`src/rtl/sram_arb_pkg.sv`:
```
// Shared types and constants for the two-port SRAM arbiter (scan loader + core).
package sram_arb_pkg;

  localparam int NUM_PORTS  = 2;
  localparam int IMEM_DEPTH = 1024;
  localparam int DMEM_DEPTH = 2048;

  typedef enum logic [1:0] {
    UNLOCKED = 2'd0,
    DRAIN    = 2'd1,
    LOCKED   = 2'd2
  } lock_state_e;

  typedef struct packed {
    logic valid;
    logic port;
    logic err;
    logic is_read;
  } resp_entry_t;

  // imem holds only IMEM_DEPTH words, so its upper address half is out of range
  function automatic logic addr_illegal(input logic id_sel, input logic addr_msb);
    return (id_sel == 1'b0) && (addr_msb == 1'b1);
  endfunction

endpackage

```
`src/rtl/sram_rr_arb.sv`:
```
// Two-way round-robin grant with an eligibility mask; pointer names the preferred port.
module sram_rr_arb
  import sram_arb_pkg::*;
(
  input  logic       clk,
  input  logic       rst_n,
  input  logic [1:0] req,
  input  logic [1:0] elig,
  output logic [1:0] gnt
);

  logic       ptr_r;
  logic [1:0] cand_s;

  // grant: pointer only matters when both eligible ports request
  always_comb begin
    cand_s = req & elig;
    if (cand_s == 2'b11) begin
      gnt = ptr_r ? 2'b10 : 2'b01;
    end else begin
      gnt = cand_s;
    end
  end

  // pointer moves away from the preferred port once it has been served
  always_ff @(posedge clk) begin
    if (!rst_n) begin
      ptr_r <= 1'b0;
    end else if (gnt[ptr_r]) begin
      ptr_r <= ~ptr_r;
    end else begin
      ptr_r <= ptr_r;
    end
  end

endmodule

```
`src/rtl/sram_arbiter.sv`:
```
// Two-port arbiter and command sequencer for the imem/dmem spram pair, with
// fixed-latency responses and an exclusive scan lock for port 0.
module sram_arbiter
  import sram_arb_pkg::*;
#(
  parameter int WIDTH  = 32,
  parameter int ADDR_W = 11
) (
  input  logic                   clk,
  input  logic                   rst_n,
  input  logic [1:0]             p_req,
  input  logic [1:0]             p_we,
  input  logic [1:0]             p_id_sel,
  input  logic [1:0][1:0]        p_seg_id,
  input  logic [1:0][ADDR_W-1:0] p_addr,
  input  logic [1:0][WIDTH-1:0]  p_wdata,
  output logic [1:0]             p_gnt,
  output logic [1:0]             p_rvalid,
  output logic [1:0]             p_err,
  output logic [1:0][WIDTH-1:0]  p_rdata,
  input  logic                   scan_lock_req,
  output logic                   scan_lock_ack,
  output logic                   sram_cen,
  output logic                   sram_wen,
  output logic                   sram_ren,
  output logic                   sram_id_sel,
  output logic [1:0]             sram_seg_id,
  output logic [ADDR_W-1:0]      sram_addr,
  output logic [WIDTH-1:0]       sram_wdata,
  input  logic [WIDTH-1:0]       sram_rdata
);

  lock_state_e state_r;
  resp_entry_t resp0_r;
  resp_entry_t resp1_r;
  logic [1:0]  elig_s;
  logic [1:0]  gnt_s;
  logic        sel_s;
  logic        fire_s;
  logic        illegal_s;
  logic        p1_busy_s;

  sram_rr_arb u_rr_arb (
    .clk   (clk),
    .rst_n (rst_n),
    .req   (p_req),
    .elig  (elig_s),
    .gnt   (gnt_s)
  );

  assign p_gnt = gnt_s;

  // eligibility: nothing during reset, port 1 fenced off outside UNLOCKED
  always_comb begin
    elig_s = 2'b00;
    if (!rst_n) begin
      elig_s = 2'b00;
    end else if (state_r == UNLOCKED) begin
      elig_s = 2'b11;
    end else begin
      elig_s = 2'b01;
    end
  end

  // accepted-command decode and port-1 occupancy of the two pipeline stages
  always_comb begin
    sel_s     = gnt_s[1];
    fire_s    = |gnt_s;
    illegal_s = addr_illegal(p_id_sel[sel_s], p_addr[sel_s][ADDR_W-1]);
    p1_busy_s = (resp0_r.valid && resp0_r.port) || (resp1_r.valid && resp1_r.port);
  end

  // lock FSM; ack is registered alongside the LOCKED state
  always_ff @(posedge clk) begin
    if (!rst_n) begin
      state_r       <= UNLOCKED;
      scan_lock_ack <= 1'b0;
    end else begin
      case (state_r)
        UNLOCKED: begin
          scan_lock_ack <= 1'b0;
          if (scan_lock_req) state_r <= DRAIN;
          else               state_r <= UNLOCKED;
        end
        DRAIN: begin
          if (!scan_lock_req) begin
            state_r       <= UNLOCKED;
            scan_lock_ack <= 1'b0;
          end else if (!p1_busy_s) begin
            state_r       <= LOCKED;
            scan_lock_ack <= 1'b1;
          end else begin
            state_r       <= DRAIN;
            scan_lock_ack <= 1'b0;
          end
        end
        LOCKED: begin
          if (!scan_lock_req) begin
            state_r       <= UNLOCKED;
            scan_lock_ack <= 1'b0;
          end else begin
            state_r       <= LOCKED;
            scan_lock_ack <= 1'b1;
          end
        end
        default: begin
          state_r       <= UNLOCKED;
          scan_lock_ack <= 1'b0;
        end
      endcase
    end
  end

  // command stage: illegal accesses are granted but never reach the macro
  always_ff @(posedge clk) begin
    if (!rst_n) begin
      sram_cen    <= 1'b0;
      sram_wen    <= 1'b0;
      sram_ren    <= 1'b0;
      sram_id_sel <= 1'b0;
      sram_seg_id <= 2'b00;
      sram_addr   <= {ADDR_W{1'b0}};
      sram_wdata  <= {WIDTH{1'b0}};
    end else if (fire_s && !illegal_s) begin
      sram_cen    <= 1'b1;
      sram_wen    <= p_we[sel_s];
      sram_ren    <= ~p_we[sel_s];
      sram_id_sel <= p_id_sel[sel_s];
      sram_seg_id <= p_seg_id[sel_s];
      sram_addr   <= p_addr[sel_s];
      sram_wdata  <= p_wdata[sel_s];
    end else begin
      sram_cen    <= 1'b0;
      sram_wen    <= 1'b0;
      sram_ren    <= 1'b0;
      sram_id_sel <= 1'b0;
      sram_seg_id <= 2'b00;
      sram_addr   <= {ADDR_W{1'b0}};
      sram_wdata  <= {WIDTH{1'b0}};
    end
  end

  // response shift and one-cycle pulse on the originating port
  always_ff @(posedge clk) begin
    if (!rst_n) begin
      resp0_r  <= '0;
      resp1_r  <= '0;
      p_rvalid <= 2'b00;
      p_err    <= 2'b00;
      p_rdata  <= '0;
    end else begin
      if (fire_s) begin
        resp0_r <= '{valid: 1'b1, port: sel_s, err: illegal_s, is_read: ~p_we[sel_s]};
      end else begin
        resp0_r <= '0;
      end
      resp1_r  <= resp0_r;
      p_rvalid <= 2'b00;
      p_err    <= 2'b00;
      p_rdata  <= '0;
      if (resp1_r.valid) begin
        p_rvalid[resp1_r.port] <= 1'b1;
        p_err[resp1_r.port]    <= resp1_r.err;
        if (resp1_r.is_read && !resp1_r.err) begin
          p_rdata[resp1_r.port] <= sram_rdata;
        end
      end
    end
  end

endmodule

```
`config.mk`:
```
export PLATFORM = sky130hd
export DESIGN_NAME = sram_arbiter
export DESIGN_NICKNAME = d
export VERILOG_FILES = /design/src/rtl/sram_arb_pkg.sv /design/src/rtl/sram_rr_arb.sv /design/src/rtl/sram_arbiter.sv
export SDC_FILE = /design/constraint.sdc
export NUM_CORES = 1
export LEC_CHECK = 0
export CAP_MARGIN = 30
export CORE_MARGIN = 3
export CORE_UTILIZATION = 25
export CTS_CLUSTER_DIAMETER = 120
export DETAILED_ROUTE_END_ITERATION = 8
export GPL_TIMING_DRIVEN = 0
export SETUP_SLACK_MARGIN = 0.15
export SYNTH_ARGS = -nofsm -noshare
export SYNTH_HDL_FRONTEND = slang
export SYNTH_SLANG_ARGS = --single-unit
```
`constraint.sdc`:
```
create_clock -name clk -period 3 [get_ports clk]
set_input_delay 0.3 -clock clk [delete_from_list [all_inputs] [get_ports clk]]
set_output_delay 0.3 -clock clk [all_outputs]
set_load 0.02 [all_outputs]
```
=== Word level (Yosys, flattened, before mapping) ===
Cells that the tools add are included.

* Output and inout bits: 120
* Bits in registers: 129
* Word-level logic and storage cells: 81
* Input port bits: 131

* Magnitude comparators: 4
* Reduce and logical (&&, ||, !) cells: 15
* Equal/unequal tests: 3
* Bitwise gates (word level): 6
* Mux-type cells: 31

{| class="wikitable"
|+ Operators with widths
! operator !! number
|-
| 32-bit 2-to-1 mux || 3
|-
| 64-bit bitwise AND || 1
|-
| 32-bit demux with 1-bit select || 1
|-
| 11-bit 2-to-1 mux || 2
|-
| 2-bit 2-to-1 mux || 9
|-
| 1-bit 2-to-1 mux || 12
|-
| 1-bit logical AND || 6
|-
| 1-bit by 2-bit less-than comparator with 1-bit output, second input constant || 3
|-
| 2-bit one-hot mux with 3 select lines || 1
|-
| 2-bit AND reduction || 3
|-
| 2-bit bitwise AND || 2
|-
| 2-bit equality test, second input constant || 2
|-
| 4-bit 2-to-1 mux || 1
|-
| 1-bit inverter || 3
|-
| 3-bit AND reduction || 1
|-
| 2-bit by 1-bit equality test with 1-bit output, second input constant || 1
|-
| 1-bit zero test || 2
|-
| 2-bit zero test || 1
|-
| 1-bit one-hot mux with 2 select lines || 1
|-
| 2-bit OR reduction || 1
|-
| 1-bit demux with 1-bit select || 1
|-
| 1-bit >= comparator, second input constant || 1
|-
| 1-bit logical OR || 1
|}

=== Logic depth before layout (Yosys ltp) ===
Gate-level depths: netlist of run 1.

* Depth after elaboration: 13
* Mapped depth: 7

=== Hierarchy ===
Synthesis of run 1 repeated with hierarchy kept, for this count alone.

* Cell total of the unflattened synthesis: 354
* Area, all modules: 4,082.7 µm²

{| class="wikitable"
|+ Modules (own cells, without submodules)
! module !! times used !! seq. area each (µm²) !! cells an instance !! area each (µm²)
|-
| sram_arbiter || 1 || 2,562.5 || 347 || 4,020.1
|-
| sram_rr_arb || 1 || 20.0 || 7 || 62.6
|}

=== Least setup slack after synthesis of run 1 ===
No wires, ideal clock.

* Path type: register -> register
* Start: register state_r[0]
* End: register sram_ren
* Slack: 1.421 ns
* Data arrival time: 1.520 ns
* Stages on the path, launching flop included: 7
* Buffers on the path: 1
* Period minus slack after synthesis: 1.579 ns
* Cell sequence: dfxtp_1 > inv_1 > ha_1 > nand2_2 > nor4_4 > buf_6 > a22o_1

* Word-level cells in the longest chain between the ends: 13

{| class="wikitable"
|+ RTL lines
! element !! line !! text
|-
| start: declaration || sram_arbiter.sv:33 || <nowiki>lock_state_e state_r;</nowiki>
|-
| start signal: assignment || sram_arbiter.sv:76 || <nowiki>state_r <= UNLOCKED;</nowiki>
|-
| start signal: assignment || sram_arbiter.sv:82 || <nowiki>if (scan_lock_req) state_r <= DRAIN;</nowiki>
|-
| start signal: assignment || sram_arbiter.sv:83 || <nowiki>else state_r <= UNLOCKED;</nowiki>
|-
| 2-bit zero test * || sram_arbiter.sv:58 || <nowiki>end else if (state_r == UNLOCKED) begin</nowiki>
|-
| 2-bit 2-to-1 mux * || sram_arbiter.sv:58 ||
|-
| 2-bit 2-to-1 mux * || sram_arbiter.sv:56 || <nowiki>if (!rst_n) begin</nowiki>
|-
| 2-bit bitwise AND * || sram_rr_arb.sv:17 || <nowiki>cand_s = req & elig;</nowiki>
|-
| 2-bit equality test || sram_rr_arb.sv:18 || <nowiki>if (cand_s == 2'b11) begin</nowiki>
|-
| 2-bit 2-to-1 mux * || sram_rr_arb.sv:18 ||
|-
| 1-bit 2-to-1 mux (implied by the code) (2 in series) || sram_arbiter.sv:69 || <nowiki>illegal_s = addr_illegal(p_id_sel[sel_s], p_addr[sel_s][ADDR_W-1]);</nowiki>
|-
| 1-bit inverter || sram_arb_pkg.sv:23 || <nowiki>return (id_sel == 1'b0) && (addr_msb == 1'b1);</nowiki>
|-
| 1-bit logical AND || sram_arb_pkg.sv:23 ||
|-
| 1-bit zero test || sram_arbiter.sv:124 || <nowiki>end else if (fire_s && !illegal_s) begin</nowiki>
|-
| 1-bit logical AND || sram_arbiter.sv:124 ||
|-
| 2-bit AND reduction (no source line) || -- ||
|-
| end signal: assignment || sram_arbiter.sv:127 || <nowiki>sram_ren <= ~p_we[sel_s];</nowiki>
|-
| end: declaration || sram_arbiter.sv:25 || <nowiki>output logic sram_ren,</nowiki>
|}

Mark *: on every way between the ends. The rest lies on a longest branch, timed or not. The select of a mux whose other input is x is not followed.
A chain may end at the register's enable or synchronous reset.

=== Worst setup path after layout of run 1 ===
* Start: register state_r[0]
* End: output port p_gnt[1]

* Word-level cells in the longest chain between the ends: 6

{| class="wikitable"
|+ RTL lines
! element !! line !! text
|-
| 2-bit zero test * || sram_arbiter.sv:58 ||
|-
| 2-bit 2-to-1 mux * || sram_arbiter.sv:58 ||
|-
| 2-bit 2-to-1 mux * || sram_arbiter.sv:56 ||
|-
| 2-bit bitwise AND * || sram_rr_arb.sv:17 ||
|-
| 2-bit equality test || sram_rr_arb.sv:18 ||
|-
| 2-bit 2-to-1 mux * || sram_rr_arb.sv:18 ||
|-
| end: declaration || sram_arbiter.sv:17 || <nowiki>output logic [1:0] p_gnt,</nowiki>
|}

Mark *: on every way between the ends. The rest lies on a longest branch, timed or not.

==> results_dict.tcl, run 1 <==
set metrics [dict create \
    postPlaceCellArea_um2 6590 \
    grt_pass1_vias 3361 \
    avgSynthCellArea_um2 12.3 \
    hold_viol 0 \
    reg2reg_from "state_r[0]" \
    drt_iter0_markers 91 \
    ys_ff_latch 129 \
    max_freq_mhz 429 \
    fp-row-count 44 \
    design_area_um2 7180 \
    cap_violations 0 \
    clkTransAtPathRegs_ps 50 \
    overflow 0 \
    antenna_found_initial 0 \
    path_class "register to primary output" \
    die_x_um 130 \
    crit_arrival_ps 2030 \
    synth_ff_type "dfxtp_1" \
    async_flop_share_pct 0 \
    syn_area_um2 3850 \
    multi_input_area_um2 1150 \
    core_area_um2 14800 \
    yosys-top-cells-count "dfxtp_1, and2_1, a22o_1, clkbuf_1" \
    hold_start "resp0_r[1]" \
    maxSlewHeadroom_pct 43.9 \
    cts_tree "built" \
    clk_path_buf_depth 2 \
    finalWeightedCongestion 0.777 \
    dr.pass1.iters 4 \
    r2r_slack_ps 1070 \
    layout_setup_ws_ps 670 \
    drc 0 \
    critPathCaptureType "primary output" \
    dp_hpwl_um 9790 \
    cts_htree_levels 4 \
    clock_skew_ps 5.27 \
    groute.usage.overall_pct 13.8 \
    die_y_um 130 \
    timing.critical_path.to "p_gnt[1]" \
    syn_inst 312 \
    drt_wl_total_um 12000 \
    place_inst 746 \
    initial_utilization_pct 26.0 \
    finalCritPeriodShare_pct 77.7 \
    cp_max_fo 5 \
    required_ps 2700 \
    synth_edf_count 0 \
    synth_nets 447 \
    postCtsHoldBufs 0 \
    finalSetupViolCount 0 \
    syn_to_final_growth_pct 86.4 \
    ioPinCount 251 \
    place_ws_ps 518 \
    grt_start_max_net_pins 17 \
    final-seq-area_um2 2580 \
    fin_tns_setup_ps 0 \
    clk_latency_ps 400 \
    seq_area_frac_synth_pct 67.0 \
    cp-start-kind "register" \
    grt_first_pass_wirelength_um 17600 \
    fin_cells 778 \
    synthTopCellsByArea "dfxtp_1, and2_1, a22o_1, ha_1, buf_6" \
    wl_per_cell_um 15.5 \
    nets 716 \
    drive_above_1_share_pct 6.90 \
    ir_drop_mv 0.355 \
    cts.sinks 129 \
    numCtsBuffers 17 \
    postRouteAntennaNets 0 \
    finalCriticalPeriod_ps 2330 \
    rr_endpoint "sram_wdata[13]" \
    cp_slowest_cell "clkdlybuf4s50_1" \
    port_buffers 250 \
    rsz0062_at_grt "no" \
    yosys_warnings 0 \
    yosysTopAreaCell "dfxtp_1" \
    worst_pin_slew_ps 840 \
    crit_path_max_incr_delay_ps 660 \
    synth.most_common_cell "dfxtp_1" \
    fillers 1371 \
    post_cts_resized 0 \
    rr_worst_depth 7 \
    outcome "completed" \
    ys_types 32 \
    synthDominantCellAreaShare_pct 67.0 \
    p_leak_nw 2.84 \
    diodes 0 \
    vias 3244 \
    cp_cell_sequence "inv_1 -> ha_1 -> nand2_2 -> nor3_1 -> clkdlybuf4s50_1" \
    root_buffer "clkbuf_16" \
    slew_violations 0 \
    utilization_pct 48.5 \
    die-area_um2 16900 \
    hold_path.class "register to register" \
    crit_path_start "state_r[0]" \
    via_per_inst 4.17 \
    postCtsSetupBuffers 0 \
    p_per_area_nw_per_um2 593 \
]
## worst min path at each step
stage / end / slack [ps] / cells past startpoint
CTS: resp1_r[1] / 450 / 1
floorplan: resp0_r[0] / 410 / 1
global placement: resp1_r[0] / 420 / 1
global route: sram_addr[4] / 470 / 2
detailed placement: resp1_r[1] / 440 / 1
finish: resp1_r[1] / 450 / 1
## cell usage in the layout, fill, tap and decap left out, drive strengths merged
cell type	n
a21o	1
a21oi	5
a22o	46
a22oi	1
a311oi	1
and2	71
and3	2
and3b	1
and4	1
buf	8
bufinv	2
clkbuf	33
clkdlybuf4s50	250
clkinv	4
clkinvlp	2
dfxtp	129
ha	4
inv	6
nand2	3
nand2b	2
nand3	4
nand4	1
nor2	2
nor2b	3
nor3	4
nor3b	2
nor4	1
o211a	1
o211ai	1
o21a	1
o21ai	2
## routing by layer
| metal | track usage, % | vias to the layer above | routed length [um] |
|---|---|---|---|
| met2 | 24.9 | 188 | 6070 |
| met4 | 5.68 | 0 | 145 |
| met3 | 7.08 | 11 | 1540 |
| met5 | 0 | - | 0 |
| li1 | - | 1608 | - |
| met1 | 13.3 | 1437 | 4280 |
## critical path, delay by kind of cell (launching register included)
kind	cells	cell delay, ps
adder cells (fa/ha/maj)	1	230
buffers and inverters	2	750
flip-flops	1	330
AND/OR/NAND/NOR	2	320
## cell families after synthesis
family | after synthesis | synth area share [%]
AOI/OAI and AO/OA | 59 | 12.6
DFF | 129 | 67.0
and+or+nand+nor | 97 | 15.9
adders and majority gates | 4 | 1.30
buffers and inverters | 23 | 3.15
## cell type report
cell class                      count  area share (%)
Tap cell                          184            3.21
Clock buffer                       24            6.85
Multi-Input combinational cell    160            16.0
Inverter                            6           0.314
Buffer                             17            1.38
Timing Repair Buffer              250            34.9
Clock inverter                      8            1.43
Sequential cell                   129            36.0
## power by group
part           total, W  switching, W  internal (W)
clock network   0.00203      0.000719       0.00131
logic          0.000442      0.000170      0.000272
registers       0.00178     0.0000166       0.00177
## sequential cells by signal (all words and copies together) (netlist names)
register and count:
p_rdata 64, sram_wdata 32, sram_addr 11, resp0_r 4
resp1_r 4, p_err 2, p_rvalid 2, sram_seg_id 2
state_r 2, scan_lock_ack 1, sram_cen 1, sram_id_sel 1
sram_ren 1, sram_wen 1, u_rr_arb.ptr_r 1
## per-stage QoR
| stage | hold slack (ps) | power (W) |
|---|---|---|
| floorplan | 409 | 0.00196 |
| global placement | 422 | 0.00226 |
| detailed placement | 437 | 0.00227 |
| CTS | 449 | 0.00432 |
| global route | 472 | 0.00443 |
| finish | 448 | 0.00426 |
No activity file was read; power rests on OpenSTA's default activity.
==> inputs of run 2 (changes only) <==
==> constraint.sdc (replaced) <==
create_clock -name clk -period 2.1 [get_ports clk]
set_input_delay 0.21 -clock clk [delete_from_list [all_inputs] [get_ports clk]]
set_output_delay 0.21 -clock clk [all_outputs]
set_load 0.02 [all_outputs]
==> results_dict.tcl, run 2 (same netlist as run 1, synthesis figures left out) <==
set metrics [dict create \
    antenna_found_initial 0 \
    crit_cells 5 \
    diodes 0 \
    vias 3260 \
    fp-row-count 44 \
    mostFrequentLayoutCell "clkdlybuf4s50_1" \
    timing.critical_path.to "p_gnt[1]" \
    critPathCaptureType "primary output" \
    grt_start_max_net_pins 17 \
    final_cell_mix "clkdlybuf4s50_1, dfxtp_1, and2_1, a22o_1, clkbuf_16" \
    finalCriticalPeriod_ps 1790 \
    crit_path_max_incr_delay_ps 330 \
    drive_above_1_share_pct 8.04 \
    fin_tns_setup_ps 0 \
    cp_cell_sequence "inv_1 -> ha_1 -> nand2_2 -> nor3_1 -> clkbuf_2" \
    p_leak_nw 2.86 \
    clk_path_buf_depth 2 \
    r2r_slack_ps 350 \
    initial_utilization_pct 26.0 \
    cts_tree "built" \
    via_per_inst 4.17 \
    drt_wl_total_um 12100 \
    drt_iter0_markers 88 \
    grt_pass1_vias 3361 \
    fillers 1369 \
    cp-start-kind "register" \
    postRouteAntennaNets 0 \
    port_buffers 250 \
    place_ws_ps -292 \
    critPathTopFamily "flip-flops" \
    holdWs_ps 389 \
    finalCritPeriodShare_pct 85.4 \
    rr_worst_depth 7 \
    outcome "completed" \
    grt_first_pass_wirelength_um 17600 \
    crit_path_start "state_r[0]" \
    finalWeightedCongestion 0.777 \
    hold_path.class "input port to register" \
    dp_hpwl_um 9790 \
    max_freq_mhz 558 \
    postCtsHoldBufs 0 \
    cts_htree_levels 4 \
    cap_violations 0 \
    rsz0062_at_grt "no" \
    worst-path-buf-inv 2 \
    rr_endpoint "sram_wdata[13]" \
    numCtsBuffers 17 \
    largest_register_ffs 64 \
    finalSetupViolCount 0 \
    die_y_um 130 \
    reg2reg_from "state_r[0]" \
    die_x_um 130 \
    clkTransAtPathRegs_ps 50 \
    p_per_area_nw_per_um2 845 \
    clock_skew_ps 5.18 \
    postPlaceCellArea_um2 6590 \
    worst_pin_slew_ps 644 \
    cts.sinks 129 \
    cp_max_fo 5 \
    top_regs "p_rdata: 64 flops, sram_wdata: 32 flops, sram_addr: 11 flops" \
    utilization_pct 48.6 \
    ir_drop_mv 0.508 \
    path_class "register to primary output" \
    top_register "p_rdata" \
    multi_input_area_um2 1150 \
    die-area_um2 16900 \
    cp_slowest_cell "dfxtp_1" \
    design_area_um2 7200 \
    layout_setup_ws_ps 307 \
    root_buffer "clkbuf_16" \
    crit_arrival_ps 1580 \
    clk_latency_ps 400 \
    dr.pass1.iters 4 \
    maxSlewHeadroom_pct 56.7 \
    required_ps 1890 \
    ioPinCount 251 \
    drc 0 \
    final-seq-area_um2 2580 \
    slew_violations 0 \
    hold_viol 0 \
    syn_to_final_growth_pct 86.8 \
    nets 719 \
    core_area_um2 14800 \
    overflow 0 \
    wl_per_cell_um 15.4 \
    groute.usage.overall_pct 13.8 \
]
==> run 2: changes by cell type in the layout (fill, tap and decap cells not counted), sizes merged <==
cell	delta
buf	+3
clkbuf	+2
clkdlybuf4s50	-2
==> run 2: what timing repair did <==
item	4_1_cts	5_1_grt
resized for setup	4	6
setup endpoints to repair	32	45
buffers inserted	0	3
pin swaps	0	1
==> run 2: cell type report <==
| cell class | count | share of cell area, % |
|---|---|---|
| clock buffer | 24 | 6.83 |
| inverter | 6 | 0.313 |
| buffer | 17 | 1.39 |
| tap | 184 | 3.20 |
| sequential | 129 | 35.9 |
| clock inverter | 8 | 1.43 |
| multi-input combinational | 160 | 16.0 |
| timing repair buffer | 253 | 34.9 |
==> run 2: layer usage <==
layer / track usage, % / part of all wire, % / up-vias
li1: - / - / 1613
met2: 24.9 / 51 / 188
met5: 0 / 0 / -
met3: 7.08 / 12 / 11
met1: 13.3 / 36 / 1448
met4: 5.68 / 1.2 / 0
==> run 2: metrics by stage <==
step           std cells  power [W]
6_report             781    0.00608
2_1_floorplan        312    0.00281
3_3_place_gp         746    0.00323
4_1_cts              778    0.00617
3_5_place_dp         746    0.00324
5_1_grt              781    0.00633
==> run 2: worst min-delay path by stage <==
stage,cells past startpoint,slack [ps],start,end
2_1_floorplan,1,320,p_we[1],resp0_r[0]
3_3_place_gp,1,420,resp0_r[0],resp1_r[0]
3_5_place_dp,1,440,resp0_r[1],resp1_r[1]
4_1_cts,2,370,sram_rdata[2],p_rdata[34]
5_1_grt,2,380,p_addr[4],sram_addr[4]
6_report,2,390,sram_rdata[8],p_rdata[40]
==> run 2: power by group <==
part	switching, W	total (W)	internal, W	leakage (nW)
sequential	0.0000237	0.00255	0.00252	1.05
clock	0.00103	0.00290	0.00187	0.286
combinational	0.000244	0.000634	0.000390	1.52
total	0.00130	0.00608	0.00479	2.86
==> run 2: worst reg2reg max path: stages, from the launching register on <==
cell and delay, ps:
dfxtp_1 370, inv_1 80, ha_1 250, nand3_1 140, and4_1 200, clkbuf_2 220, buf_2 270, a22o_1 170
==> inputs of run 3 (changes only) <==
--- a/config.mk
+++ b/config.mk
@@ -7,10 +7,11 @@
 export LEC_CHECK = 0
 export CAP_MARGIN = 30
 export CORE_MARGIN = 3
-export CORE_UTILIZATION = 25
+export CORE_UTILIZATION = 32
 export CTS_CLUSTER_DIAMETER = 120
 export DETAILED_ROUTE_END_ITERATION = 8
 export GPL_TIMING_DRIVEN = 0
+export PLACE_DENSITY = 0.75
 export SETUP_SLACK_MARGIN = 0.15
 export SYNTH_ARGS = -nofsm -noshare
 export SYNTH_HDL_FRONTEND = slang
==> results_dict.tcl, run 3 (same netlist as run 1, synthesis figures left out) <==
set metrics [dict create \
    crit_path_max_incr_delay_ps 330 \
    rsz0062_at_grt "no" \
    r2r_slack_ps 380 \
    crit_arrival_ps 1570 \
    p_per_area_nw_per_um2 826 \
    reg2reg_from "state_r[1]" \
    outcome "completed" \
    seq_power_share_pct 43.4 \
    power_frac_clock_pct 45.8 \
    cap_violations 0 \
    hold_path.class "input port to register" \
    die-area_um2 13400 \
    max_freq_mhz 562 \
    cts.sinks 129 \
    slew_violations 0 \
    drc 0 \
    worst-path-buf-inv 2 \
    required_ps 1890 \
    postRouteAntennaNets 0 \
    core_area_um2 11600 \
    p_leak_nw 2.83 \
    grt_first_pass_wirelength_um 17000 \
    port_buffers 250 \
    holdWs_ps 391 \
    cp-start-kind "register" \
    hold_end "p_rdata[25]" \
    ir_drop_mv 0.411 \
    die_y_um 116 \
    clk_path_buf_depth 2 \
    finalWeightedCongestion 0.779 \
    drt_wl_total_um 11400 \
    cp_max_fo 5 \
    place_ws_ps -80.8 \
    finalCriticalPeriod_ps 1780 \
    numCtsBuffers 17 \
    worst_pin_slew_ps 666 \
    via_per_inst 4.46 \
    clkTransAtPathRegs_ps 60 \
    vias 3294 \
    die_x_um 116 \
    initial_utilization_pct 33.2 \
    dr.pass1.iters 4 \
    top_regs "p_rdata: 64 flops, sram_wdata: 32 flops, sram_addr: 11 flops" \
    rr_endpoint "sram_wdata[30]" \
    p_int_w 0.00454 \
    power_frac_comb_pct 10.8 \
    clock_skew_ps 6.55 \
    drt_iter0_markers 173 \
    ioPinCount 251 \
    largest_register_ffs 64 \
    cts_tree "built" \
    cp_cell_sequence "inv_1 -> ha_2 -> nand2_2 -> nor3_1 -> buf_2" \
    overflow 0 \
    clk_latency_ps 400 \
    cts_htree_levels 4 \
    sw_frac_of_total_pct 22.7 \
    root_buffer "clkbuf_16" \
    rr_worst_depth 7 \
    nets 719 \
    final_cell_mix "clkdlybuf4s50_1, dfxtp_1, and2_1, a22o_1, clkbuf_16" \
    top_register "p_rdata" \
    fin_tns_setup_ps 0 \
    critPathTopFamily "flip-flops" \
    fillers 962 \
    fp-row-count 39 \
    layout_setup_ws_ps 322 \
    dp_hpwl_um 9050 \
    finalCritPeriodShare_pct 84.7 \
    drive_above_1_share_pct 8.22 \
    grt_start_max_net_pins 17 \
    grt_pass1_vias 3386 \
    hold_depth 2 \
    maxSlewHeadroom_pct 55.5 \
    cp_slowest_cell "dfxtp_1" \
    power.total_w 0.00587 \
    finalSetupViolCount 0 \
    mostFrequentLayoutCell "clkdlybuf4s50_1" \
    syn_to_final_growth_pct 84.5 \
    path_class "register to primary output" \
    postCtsHoldBufs 0 \
    p_switching_w 0.00133 \
    critPathCaptureType "primary output" \
    groute.usage.overall_pct 16.6 \
    hold_viol 0 \
    antenna_found_initial 0 \
    wl_per_cell_um 15.4 \
    diodes 0 \
    hold_start "sram_rdata[25]" \
]
-- run 3: how the worst max path moves through the flow --
stage / end / slack, ps / from / depth (start not counted)
6_report: p_gnt[1] / 320 / state_r[1] / 5
5_1_grt: p_gnt[1] / 190 / state_r[0] / 5
4_1_cts: p_gnt[1] / 170 / state_r[0] / 5
3_5_place_dp: p_rdata[46] / -80 / rst_n / 5
3_3_place_gp: p_rdata[59] / -110 / rst_n / 5
2_1_floorplan: sram_ren / 520 / state_r[0] / 6
-- run 3: metrics by stage --
stage,util (%),std cells,cell area (um2)
6_report,61.2,739,7110
5_1_grt,61.2,739,7110
4_1_cts,61.3,739,7120
3_5_place_dp,56.3,705,6530
3_3_place_gp,56.3,705,6530
2_1_floorplan,-,312,3850
-- run 3: layout make-up --
cell class	instances	area [um2]	area share (%)
multi-input cells	160	1150	16.2
flip-flops and latches	129	2580	36.3
clock buffers	18	429	6.04
clock inverters	13	115	1.62
inverters	6	22.5	0.317
plain buffers	17	100	1.41
repair buffers	253	2530	35.6
well taps	143	179	2.52
-- run 3: timing repair --
action / in CTS / in global routing
setup buffers: 3 / 0
endpoints found under the setup margin: 31 / 2
pin swaps: 1 / 0
gates resized for setup: 7 / 4
-- run 3: power by group through the flow --
stage | registers (W) | logic, W | clock network (W)
2_1_floorplan | 0.00268 | 0.000129 | 0
3_3_place_gp | 0.00260 | 0.000623 | 0
3_5_place_dp | 0.00260 | 0.000631 | 0
4_1_cts | 0.00255 | 0.000640 | 0.00274
5_1_grt | 0.00255 | 0.000672 | 0.00285
6_report | 0.00255 | 0.000633 | 0.00269
-- run 3: metal layers --
layer  share of wire [%]  vias to the layer above  wire (um)  GRT usage (%)
met1                  36                     1497       4150           16.6
met5                   0                        -          0              0
li1                    -                     1614          -              -
met4                0.87                        0         99           5.49
met2                  52                      173       5970           30.7
met3                  10                       10       1180           7.36
